**config.mk**
```make
export PLATFORM = sky130hd
export DESIGN_NAME = uart_tx_arbiter
export DESIGN_NICKNAME = d
export VERILOG_FILES = /design/src/rtl/uart_tx_arbiter.sv
export SDC_FILE = /design/constraint.sdc
export NUM_CORES = 1
export LEC_CHECK = 0
export BUFFER_PORTS_ARGS = -buffer_cell sky130_fd_sc_hd__clkbuf_2
export CAP_MARGIN = 20
export CORE_MARGIN = 2
export CORE_UTILIZATION = 45
export CTS_BUF_LIST = sky130_fd_sc_hd__clkbuf_16
export DETAILED_ROUTE_END_ITERATION = 10
export HOLD_SLACK_MARGIN = 0.05
export MAX_ROUTING_LAYER = met4
export PLACE_DENSITY_LB_ADDON = 0.25
export SYNTH_ARGS = -nofsm -noshare
export SYNTH_HDL_FRONTEND = slang
export SYNTH_SLANG_ARGS = --single-unit
```
**constraint.sdc**
```tcl
create_clock -name clk -period 2.63 [get_ports clk]
set_clock_uncertainty 0.1 [all_clocks]
set_input_delay 0.1315 -clock clk [delete_from_list [all_inputs] [get_ports clk]]
set_output_delay 0.1315 -clock clk [all_outputs]
set_load 0.005 [all_outputs]
```
**src/rtl/uart_tx_arbiter.sv**
```systemverilog
`timescale 1ns/1ps
// uart_tx_arbiter: shares one UART TX core among N byte requesters using round-robin grants.
// Optional watchdog that aborts a frame the core never acknowledges: define UART_ARB_TIMEOUT_EN.
module uart_tx_arbiter #(
  parameter int N           = 4,
  parameter int TIMEOUT_CYC = 2**20,
  localparam int IW         = $clog2(N)
) (
  input  logic            clk,
  input  logic            resetn,
  input  logic [N-1:0]    rq_valid,
  input  logic [N*8-1:0]  rq_data,
  output logic [N-1:0]    rq_ready,
  output logic [N-1:0]    rq_done,
  input  logic [1:0]      cfg_stop,
  input  logic            cfg_parity_en,
  input  logic [15:0]     cfg_baudrate,
  output logic [7:0]      tx_data,
  output logic [1:0]      stop,
  output logic            parity_en,
  output logic [15:0]     baudrate,
  output logic            req,
  input  logic            req_ack,
  output logic            busy,
  output logic [IW-1:0]   owner,
  output logic            err_timeout
);

  typedef enum logic [1:0] {IDLE, BUSY, GAP} state_t;

  localparam logic [IW:0] N_W = (IW+1)'(N);

  state_t          state_q, state_d;
  logic [IW-1:0]   ptr_q, ptr_d;
  logic [IW-1:0]   owner_q, owner_d;
  logic [IW-1:0]   win;
  logic [7:0]      tx_data_q, tx_data_d;
  logic [1:0]      stop_q, stop_d;
  logic            parity_en_q, parity_en_d;
  logic [15:0]     baudrate_q, baudrate_d;
  logic            req_q, req_d;
  logic            busy_q, busy_d;
  logic [N-1:0]    rq_ready_q, rq_ready_d;
  logic [N-1:0]    rq_done_q, rq_done_d;
`ifdef UART_ARB_TIMEOUT_EN
  localparam int            CW       = $clog2(TIMEOUT_CYC+1);
  localparam logic [CW-1:0] CNT_LAST = CW'(TIMEOUT_CYC-1);
  logic [CW-1:0]   cnt_q, cnt_d;
  logic            err_q, err_d;
`endif

  function automatic logic [IW-1:0] wrap_add(input logic [IW-1:0] a, input logic [IW-1:0] b);
    logic [IW:0] sum;
    sum = {1'b0, a} + {1'b0, b};
    if (sum >= N_W) sum = sum - N_W;
    return sum[IW-1:0];
  endfunction

  // Rotate so bit 0 is the pointer position; the lowest set bit is the winner's offset.
  function automatic logic [IW-1:0] rr_pick(input logic [N-1:0] v, input logic [IW-1:0] p);
    logic [2*N-1:0] rot;
    logic [N-1:0]   lo;
    logic [IW-1:0]  off;
    rot = {v, v} >> p;
    lo  = rot[N-1:0];
    off = '0;
    for (int k = N-1; k >= 0; k--) begin
      if (lo[k[IW-1:0]]) off = k[IW-1:0];
    end
    return wrap_add(p, off);
  endfunction

  always_comb begin
    state_d     = state_q;
    ptr_d       = ptr_q;
    owner_d     = owner_q;
    tx_data_d   = tx_data_q;
    stop_d      = stop_q;
    parity_en_d = parity_en_q;
    baudrate_d  = baudrate_q;
    req_d       = req_q;
    busy_d      = busy_q;
    rq_ready_d  = '0;
    rq_done_d   = '0;
`ifdef UART_ARB_TIMEOUT_EN
    cnt_d       = cnt_q;
    err_d       = 1'b0;
`endif
    win         = rr_pick(rq_valid, ptr_q);
    case (state_q)
      IDLE, GAP: begin
        if (|rq_valid) begin
          rq_ready_d[win] = 1'b1;
          tx_data_d       = rq_data[8*win +: 8];
          stop_d          = cfg_stop;
          parity_en_d     = cfg_parity_en;
          baudrate_d      = cfg_baudrate;
          owner_d         = win;
          req_d           = 1'b1;
          busy_d          = 1'b1;
          state_d         = BUSY;
`ifdef UART_ARB_TIMEOUT_EN
          cnt_d           = '0;
`endif
        end else if (state_q == GAP) begin
          state_d = IDLE;
        end
      end
      BUSY: begin
        if (req_ack) begin
          req_d              = 1'b0;
          busy_d             = 1'b0;
          rq_done_d[owner_q] = 1'b1;
          ptr_d              = wrap_add(owner_q, IW'(1));
          state_d            = GAP;
        end
`ifdef UART_ARB_TIMEOUT_EN
        else if (cnt_q == CNT_LAST) begin
          req_d   = 1'b0;
          busy_d  = 1'b0;
          err_d   = 1'b1;
          ptr_d   = wrap_add(owner_q, IW'(1));
          state_d = GAP;
        end else begin
          cnt_d = cnt_q + CW'(1);
        end
`endif
      end
      default: state_d = IDLE;
    endcase
  end

  always_ff @(posedge clk or negedge resetn) begin
    if (!resetn) begin
      state_q     <= IDLE;
      ptr_q       <= '0;
      owner_q     <= '0;
      tx_data_q   <= '0;
      stop_q      <= '0;
      parity_en_q <= 1'b0;
      baudrate_q  <= '0;
      req_q       <= 1'b0;
      busy_q      <= 1'b0;
      rq_ready_q  <= '0;
      rq_done_q   <= '0;
`ifdef UART_ARB_TIMEOUT_EN
      cnt_q       <= '0;
      err_q       <= 1'b0;
`endif
    end else begin
      state_q     <= state_d;
      ptr_q       <= ptr_d;
      owner_q     <= owner_d;
      tx_data_q   <= tx_data_d;
      stop_q      <= stop_d;
      parity_en_q <= parity_en_d;
      baudrate_q  <= baudrate_d;
      req_q       <= req_d;
      busy_q      <= busy_d;
      rq_ready_q  <= rq_ready_d;
      rq_done_q   <= rq_done_d;
`ifdef UART_ARB_TIMEOUT_EN
      cnt_q       <= cnt_d;
      err_q       <= err_d;
`endif
    end
  end

  assign rq_ready  = rq_ready_q;
  assign rq_done   = rq_done_q;
  assign tx_data   = tx_data_q;
  assign stop      = stop_q;
  assign parity_en = parity_en_q;
  assign baudrate  = baudrate_q;
  assign req       = req_q;
  assign busy      = busy_q;
  assign owner     = owner_q;
`ifdef UART_ARB_TIMEOUT_EN
  assign err_timeout = err_q;
`else
  assign err_timeout = 1'b0;
`endif

endmodule

```
==> results_dict.tcl, run 1 <==
set metrics [dict create \
    outcome "finished, final reports clean" \
    root_buffer "clkbuf_16" \
    antenna_left 0 \
    routed_via_density 4.84 \
    cts_sinks 42 \
    core_um2 4750 \
    yosysSeqAreaShare_pct 46.8 \
    fin_crit_sh_pct 92.3 \
    routedWlPerCell_um 13.3 \
    rr_startpoint "ptr_q[1]" \
    dieWidth_um 74.6 \
    grt_max_degree 32 \
    grt_pass1_wl_um 8380 \
    worstPathRequired_ns 2.69 \
    start_util_pct 47.2 \
    synth_edf_count 0 \
    yosysWarnings 0 \
    antenna_found_initial 0 \
    worst_pin_slew_ns 0.787 \
    layout_min_cycle_time_ns 2.43 \
    p_seq_share_pct 29.6 \
    synth.most_common_cell "nand2_1" \
    syn_avg_cell_area_um2 10.1 \
    slew_violations 0 \
    hold_viol 0 \
    synthArstFlopShare_pct 100 \
    yosys-top-cells-count "69 x nand2_1, 42 x dfrtp_1, 19 x nor2b_1, 7 x a221oi_1, 7 x o31ai_2" \
    syn_nets 286 \
    dp_cells 380 \
    crit_path_max_fanout 8 \
    clk-insertion-delay-late_ns 0.28 \
    switchingPower_w 0.00156 \
    startpoint_type "flop" \
    yosys.area.top_type_share_pct 46.8 \
    worstRegToRegCells 9 \
    synth_area_leaders "dfrtp_1 47%, nand2_1 12%, nor2b_1 5.3%, a2111oi_2 4.0%, o31ai_2 3.9%" \
    dp_hpwl_um 3720 \
    cp.arrival_ns 2.48 \
    hold_depth 3 \
    cts.htree.levels 2 \
    rsz0062_at_grt "false" \
    track_usage_pct 20.8 \
    grt_pass1_vias 1843 \
    fin_area_um2 3140 \
    maxSlewHeadroom_pct 47.6 \
    leakagePower_nw 1.59 \
    post_cts_buffers 0 \
    holdCritStartpoint "rq_data[12]" \
    r2r_end "tx_data[4]" \
    fin_ws_ns 0.202 \
    min_path_type "input port to flop" \
    setup_tns_ns 0 \
    path_class "flop to flop" \
    clk_pin_slew_worst_paths_ns 0.06 \
    drive_gt1_share_pct 40.1 \
    setup_violations 0 \
    synth_ff_type "dfrtp_1" \
    end_kind "flop" \
    post_cts_resized 0 \
    internal-power_w 0.00222 \
    syn-cell-area_um2 2250 \
    drc 0 \
    p_per_area_nw_per_um2 1200 \
    io_buffers 96 \
    first_pass_iters 4 \
    yosysTopAreaCell "dfrtp_1" \
    synth_cell_types 44 \
    antenna_cells 0 \
    switching_share_pct 41.4 \
    first_iter_violations 92 \
    io_pins 98 \
    finalNonFillerCells 409 \
    power_frac_clock_pct 15.1 \
    combPwrFrac_pct 55.3 \
    chipHeight_um 74.6 \
    syn_inst 223 \
    pre_cts_slack_ns 0.195 \
    holdPathEnd "tx_data[4]" \
    cts_buffer_depth 2 \
    place_congestion 0.881 \
    grt_overflow 0 \
    ys_ff_latch 42 \
    irDropWorstVdd_mv 0.680 \
    cts_buffers 5 \
    nFillCells 400 \
    routed-via-count 1980 \
    num_rows 25 \
    area_growth_pct 39.9 \
    cts_tree "done" \
    max_freq_mhz 412 \
    nNetsFinal 404 \
    drv_cap 0 \
    routed_wl_um 5430 \
    r2r_setup_slack_ns 0.20 \
    die-area_um2 5570 \
    placed_area_um2 2790 \
]
## per-layer routing
layer	global-route usage (%)	share of wire, %	up-vias
met5	-	0	-
met4	5.95	1.3	0
met3	5.09	7.0	5
met2	32.7	47	82
met1	26.8	45	895
li1	-	-	998
## state kept, by name, indices dropped and copies added, names as in the netlist
| register | flops |
|---|---|
| stop | 2 |
| busy | 1 |
| tx_data | 8 |
| parity_en | 1 |
| owner | 2 |
| rq_done | 4 |
| ptr_q | 2 |
| baudrate | 16 |
| state_q | 2 |
| rq_ready | 4 |
## metrics by stage
stage	power, W	utilization [%]	hold slack, ns
6_report	0.00378	66.1	0.0936
5_1_grt	0.00411	66.1	0.0940
4_1_cts	0.00381	66.1	0.0905
3_5_place_dp	0.00320	58.8	0.152
3_3_place_gp	0.00314	58.8	0.146
2_1_floorplan	0.00256	-	-0.264
## cell families (layout without fill, tap and decap cells)
| logic type | count (synthesis) | count (layout) | synth area share, % |
|---|---|---|---|
| simple gates | 110 | 110 | 24.3 |
| compound gates | 40 | 40 | 18.8 |
| flops | 42 | 42 | 46.8 |
| other cells | 1 | 1 | 0.167 |
| fa+ha+maj | 5 | 5 | 2.79 |
| xor+xnor | 2 | 2 | 0.780 |
| buf+inv | 21 | 140 | 5.46 |
| mux | 2 | 2 | 0.947 |
## how the worst max path moves through the flow
stage | from | to | slack, ns | cells past startpoint
global placement | ptr_q[1] | tx_data[1] | 0.30 | 9
detailed placement | ptr_q[1] | tx_data[4] | 0.20 | 9
global route | ptr_q[1] | tx_data[0] | 0.0005 | 11
floorplan | ptr_q[1] | tx_data[1] | 0.26 | 10
finish | ptr_q[1] | tx_data[4] | 0.20 | 9
CTS | ptr_q[1] | tx_data[4] | 0.17 | 9
## area by class of cell
cell class / instances / area [um2] / area share (%)
timing repair buffer: 127 / 778 / 24.8
inverter: 5 / 18.8 / 0.597
sequential: 42 / 1050 / 33.5
multi-input combinational: 160 / 1070 / 34.1
clock buffer: 5 / 125 / 3.98
tap: 67 / 83.8 / 2.67
clock inverter: 3 / 12.5 / 0.398
## repair_timing
action,CTS,global route
hold buffers,21,0
endpoints found under the hold margin,49,0
setup endpoints to repair,0,0
## cells in the final DEF, fill, tap and decap left out, types with 5 or more instances in the layout
| cell type | Yosys | routed |
|---|---|---|
| a221oi_1 | 7 | 7 |
| nor2b_1 | 19 | 19 |
| buf_4 | 2 | 9 |
| clkbuf_2 | 0 | 96 |
| inv_1 | 5 | 6 |
| a2111oi_2 | 6 | 6 |
| o31ai_2 | 7 | 7 |
| dfrtp_1 | 42 | 42 |
| nand2_1 | 69 | 69 |
| ha_1 | 5 | 5 |
| dlygate4sd3_1 | 0 | 21 |
| clkbuf_16 | 0 | 5 |
## power by group through the flow
stage	Clock [W]	Sequential, W	Combinational, W
after floorplan	0	0.00112	0.00144
after global placement	0	0.00112	0.00203
after detailed placement	0	0.00112	0.00208
after CTS	0.000589	0.00111	0.00211
after global routing	0.000620	0.00115	0.00233
final	0.000569	0.00112	0.00209
## critical path, cell delays in order, from the launching register on
cell	delay, ns
dfrtp_1	0.42
nand2_1	0.09
a2bb2oi_1	0.17
o221ai_1	0.13
o21a_1	0.13
ha_1	0.21
xor2_1	0.25
nand4_2	0.27
a221oi_1	0.43
o31ai_2	0.10
Power figures use the tool's default switching activity.
==> run 2: changes to the inputs <==
--- a/config.mk
+++ b/config.mk
@@ -8,10 +8,11 @@
 export BUFFER_PORTS_ARGS = -buffer_cell sky130_fd_sc_hd__clkbuf_2
 export CAP_MARGIN = 20
 export CORE_MARGIN = 2
-export CORE_UTILIZATION = 45
+export CORE_UTILIZATION = 30
 export CTS_BUF_LIST = sky130_fd_sc_hd__clkbuf_16
+export CTS_CLUSTER_DIAMETER = 60
 export DETAILED_ROUTE_END_ITERATION = 10
-export HOLD_SLACK_MARGIN = 0.05
+export HOLD_SLACK_MARGIN = 0.03
 export MAX_ROUTING_LAYER = met4
 export PLACE_DENSITY_LB_ADDON = 0.25
 export SYNTH_ARGS = -nofsm -noshare
==> run 2 against run 1 <==
- fmax decreased by 2.1%
- register-to-register slack got worse by 0.05 ns
- critical path depth stayed put
- worst hold slack gained 0.0042 ns
- largest cell class unchanged
- via count down 0.10%
- largest power group unchanged
- clock power about the same
==> results_dict.tcl, run 2 (same netlist as run 1, synthesis figures left out) <==
set metrics [dict create \
    max_stage_delay_ns 0.46 \
    grt_max_degree 36 \
    nNetsFinal 403 \
    setup_violations 0 \
    cts.htree.levels 2 \
    io_buffers 96 \
    worst_pin_slew_ns 0.501 \
    clk_pin_slew_worst_paths_ns 0.06 \
    dp_hpwl_um 4200 \
    hold_viol 0 \
    fin_crit_sh_pct 94.3 \
    cts_buffers 5 \
    grt_pass1_vias 1879 \
    largest_reg_flops 16 \
    grt_pass1_wl_um 9500 \
    dieWidth_um 90.5 \
    cts_buffer_depth 2 \
    chipHeight_um 90.5 \
    start_util_pct 31.0 \
    slew_violations 0 \
    crit_path_max_fanout 8 \
    leakagePower_nw 1.59 \
    antenna_found_initial 0 \
    max_freq_mhz 403 \
    nFillCells 715 \
    antenna_cells 0 \
    cp_cell_sequence "nand2_1 -> a2bb2oi_1 -> o221ai_1 -> o21a_1 -> ha_1 -> xor2_1 -> nand4_2 -> a221oi_1 -> o31ai_2" \
    holdWs_ns 0.0979 \
    layout_min_cycle_time_ns 2.48 \
    drv_cap 0 \
    first_iter_violations 61 \
    routed_wl_um 5710 \
    cts_tree "done" \
    die-area_um2 8190 \
    post-route-util_pct 44.1 \
    finalNonFillerCells 440 \
    routed_via_density 4.50 \
    grt_overflow 0 \
    track_usage_pct 14.5 \
    end_kind "flop" \
    io_pins 98 \
    core_um2 7250 \
    drc 0 \
    worstPathRequired_ns 2.68 \
    routedWlPerCell_um 13.0 \
    rsz0062_at_grt "true" \
    p_per_area_nw_per_um2 1190 \
    first_pass_iters 6 \
    num_rows 31 \
    antenna_left 0 \
    final_cell_mix "96 x clkbuf_2, 69 x nand2_1, 42 x dfrtp_1" \
    startpoint_type "flop" \
    drive_gt1_share_pct 39.9 \
    maxSlewHeadroom_pct 66.4 \
    routed-via-count 1978 \
    root_buffer "clkbuf_16" \
    cp.arrival_ns 2.53 \
    area_growth_pct 42.3 \
    place_congestion 0.698 \
    irDropWorstVdd_mv 0.561 \
    min_path_type "input port to flop" \
    path_class "flop to flop" \
    dp_cells 411 \
    cts_sinks 42 \
    clk-insertion-delay-late_ns 0.28 \
    cpMaxStageDelayCell "a221oi_1" \
    outcome "finished, final reports clean" \
    final_common_cell "clkbuf_2" \
]
## run 2: cell type report
| class | instances | area, um2 | share of cell area, % |
|---|---|---|---|
| Tap cell | 99 | 124 | 3.88 |
| Clock buffer | 5 | 125 | 3.92 |
| Sequential cell | 42 | 1050 | 32.9 |
| Timing Repair Buffer | 126 | 783 | 24.5 |
| Multi-Input combinational cell | 160 | 1080 | 33.8 |
| Inverter | 5 | 18.8 | 0.587 |
| Clock inverter | 3 | 12.5 | 0.392 |
## run 2: per-layer routing
metal	routed length, um	share of wire (%)	track usage (%)
met1	2830	50	20.7
met2	2490	44	20.8
met3	363	6.4	3.59
met4	27	0.47	3.46
met5	0	0	-
## run 2: worst paths after layout
| kind | startpoint | endpoint | slack [ns] | cells past startpoint |
|---|---|---|---|---|
| worst max-delay path | ptr_q[1] | tx_data[2] | 0.15 | 9 |
| min in group asynchronous | resetn | baudrate[11] | 0.23 | 2 |
| max in group asynchronous | resetn | baudrate[7] | 1.70 | 3 |
| worst min register to register | baudrate[8] | baudrate[8] | 0.37 | 2 |
| worst max register to register | ptr_q[1] | tx_data[2] | 0.15 | 9 |
| worst min-delay path | rq_data[13] | tx_data[5] | 0.1 | 3 |
## run 2: stage by stage
step	total power (W)	setup slack (ns)	instance area [um2]	setup TNS, ns
after global routing	0.00415	-0.0657	3200	-0.115
after floorplan	0.00256	0.258	2250	0
after global placement	0.00319	0.176	2820	0
after CTS	0.00385	0.102	3190	0
after detailed placement	0.00324	0.0960	2840	0
final	0.00380	0.151	3200	0
## run 2: power by group
group	leakage, nW	switching, W	internal [W]
clock	0.0724	0.000228	0.000343
combinational	0.999	0.00117	0.000951
sequential	0.520	0.000178	0.000938
## run 2: repair_timing
item | CTS | global route
endpoints found under the setup margin | 0 | 4
setup buffers | 0 | 0
hold buffers | 21 | 0
resized for setup | 0 | 1
hold endpoints to repair | 34 | 0
## run 2: critical path: cells and delay by family (launching register included)
kind                       cells  cell delay (ns)
AOI/OAI and AO/OA              5             0.98
xor gates and xnor gates       1             0.31
adders and majority gates      1             0.21
DFF                            1             0.39
and+or+nand+nor                2             0.36
==> run 3: changes to the inputs <==
--- a/config.mk
+++ b/config.mk
@@ -6,7 +6,7 @@
 export NUM_CORES = 1
 export LEC_CHECK = 0
 export BUFFER_PORTS_ARGS = -buffer_cell sky130_fd_sc_hd__clkbuf_2
-export CAP_MARGIN = 20
+export CAP_MARGIN = 10
 export CORE_MARGIN = 2
 export CORE_UTILIZATION = 30
 export CTS_BUF_LIST = sky130_fd_sc_hd__clkbuf_16
==> constraint.sdc (replaced) <==
create_clock -name clk -period 2 [get_ports clk]
set_clock_uncertainty 0.1 [all_clocks]
set_input_delay 0.1 -clock clk [delete_from_list [all_inputs] [get_ports clk]]
set_output_delay 0.1 -clock clk [all_outputs]
set_load 0.005 [all_outputs]
==> run 3 against run 2 <==
- the flow now finishes with violations (setup timing)
- sequential power up 30%
- critical path type unchanged
- sequential share of layout area decreased by 3.0 points
- register-to-register slack got worse by 0.33 ns
- worst hold slack got worse by 0.012 ns
- sequential cell count stayed put
- routed wire length grew 2.2%
==> results_dict.tcl, run 3 (same netlist as run 1, synthesis figures left out) <==
set metrics [dict create \
    outcome "complete, but fails checks" \
    violations "setup timing" \
    p_per_area_nw_per_um2 1660 \
    post-route-util_pct 48.5 \
    crit_path_max_fanout 4 \
    core_um2 7250 \
    worst_pin_slew_ns 0.634 \
    clk-insertion-delay-late_ns 0.28 \
    path_class "flop to flop" \
    end_kind "flop" \
    routed-via-count 2027 \
    routed_via_density 4.44 \
    holdCritStartpoint "rq_data[14]" \
    cts_buffer_depth 2 \
    place_congestion 0.752 \
    layout_min_cycle_time_ns 2.18 \
    final_cell_mix "96 x clkbuf_2, 68 x nand2_1, 42 x dfrtp_1" \
    hold_depth 3 \
    dp_hpwl_um 4390 \
    cts_sinks 42 \
    die-area_um2 8190 \
    drv_cap 0 \
    cts.htree.levels 2 \
    fin_area_um2 3520 \
    max_stage_delay_ns 0.40 \
    grt_overflow 0 \
    cpMaxStageDelayCell "dfrtp_1" \
    cts_tree "done" \
    maxSlewHeadroom_pct 57.7 \
    area_growth_pct 56.7 \
    antenna_found_initial 0 \
    holdPathEnd "tx_data[6]" \
    drc 0 \
    io_pins 98 \
    first_iter_violations 90 \
    antenna_left 0 \
    grt_max_degree 27 \
    clk_pin_slew_worst_paths_ns 0.06 \
    antenna_cells 0 \
    chipHeight_um 90.5 \
    leakagePower_nw 1.70 \
    fin_ws_ns -0.180 \
    root_buffer "clkbuf_16" \
    max_freq_mhz 459 \
    startpoint_type "flop" \
    fin_crit_sh_pct 109 \
    dp_cells 430 \
    largest_reg_flops 16 \
    routedWlPerCell_um 12.8 \
    num_rows 31 \
    r2r_end "tx_data[4]" \
    first_pass_iters 4 \
    pre_cts_slack_ns -0.192 \
    cp_cell_sequence "nand2_1 -> a21oi_1 -> o22ai_1 -> o21a_1 -> ha_4 -> xor2_4 -> a31oi_2 -> buf_4 -> a2111oi_4 -> o31ai_2" \
    finalNonFillerCells 457 \
    dieWidth_um 90.5 \
    slew_violations 0 \
    rr_startpoint "ptr_q[1]" \
    start_util_pct 31.0 \
    routed_wl_um 5830 \
    placed_area_um2 3140 \
    setup_violations 13 \
    hold_viol 0 \
    cp.arrival_ns 2.26 \
    io_buffers 96 \
    r2r_setup_slack_ns -0.18 \
    final_common_cell "clkbuf_2" \
    track_usage_pct 14.8 \
    min_path_type "input port to flop" \
    irDropWorstVdd_mv 0.749 \
    nNetsFinal 421 \
    grt_pass1_vias 1950 \
    rsz0062_at_grt "true" \
    worstRegToRegCells 10 \
    cts_buffers 5 \
    grt_pass1_wl_um 9580 \
    worstPathRequired_ns 2.08 \
    drive_gt1_share_pct 46.9 \
    holdWs_ns 0.0860 \
]
run 3: changes by cell type in the layout (fill, tap and decap cells not counted), moves of 2 or more:
cell	change
a2111oi_2	-6
a2111oi_4	+6
a221oi_1	-7
a221oi_2	+7
buf_12	-2
buf_4	+18
buf_6	+2
run 3: critical path: cells and delay by family (launching register included):
kind | cells | cell delay (ns)
AOI/OAI and AO/OA | 6 | 0.91
xor gates and xnor gates | 1 | 0.20
buffers and inverters | 1 | 0.22
adders and majority gates | 1 | 0.20
and+or+nand+nor | 1 | 0.07
DFF | 1 | 0.40
run 3: worst max path at each step:
stage,startpoint,endpoint,slack [ns],cells past startpoint
after floorplan,ptr_q[1],tx_data[1],-0.13,11
after global placement,ptr_q[1],rq_ready[2],-0.16,11
after detailed placement,ptr_q[1],rq_ready[2],-0.19,11
after CTS,ptr_q[1],tx_data[1],-0.20,10
after global routing,ptr_q[1],tx_data[0],-0.38,9
final,ptr_q[1],tx_data[4],-0.18,10
run 3: stage by stage:
stage	setup TNS (ns)	power [W]
after floorplan	-1.16	0.00396
after global placement	-1.34	0.00490
after detailed placement	-1.87	0.00495
after CTS	-1.83	0.00587
after global routing	-3.50	0.00632
final	-1.52	0.00583
run 3: metal layers:
metal	vias to the layer above	global-route usage, %	routed length (um)
met5	-	-	0
met4	0	3.46	65
met3	6	3.26	346
met2	71	22.0	2580
met1	920	20.6	2840
li1	1030	-	-
run 3: area by class of cell:
| cell class | count | area [um2] |
|---|---|---|
| clock buffers | 5 | 125 |
| multi-input cells | 160 | 1270 |
| fillers | 686 | 3730 |
| clock inverters | 2 | 33.8 |
| well taps | 99 | 124 |
| inverters | 5 | 18.8 |
| flip-flops and latches | 42 | 1050 |
| repair buffers | 144 | 901 |
run 3: where the power goes:
| group | total [W] | switching, W | internal, W |
|---|---|---|---|
| Clock | 0.000873 | 0.000296 | 0.000577 |
| Sequential | 0.00146 | 0.000229 | 0.00123 |
| Combinational | 0.00349 | 0.00182 | 0.00167 |
run 3: timing repair:
item | in CTS | in global routing
setup endpoints to repair | 13 | 13
pin swaps | 3 | 1
setup buffers | 0 | 0
resized for setup | 1 | 4
hold buffers | 21 | 0
endpoints found under the hold margin | 44 | 0
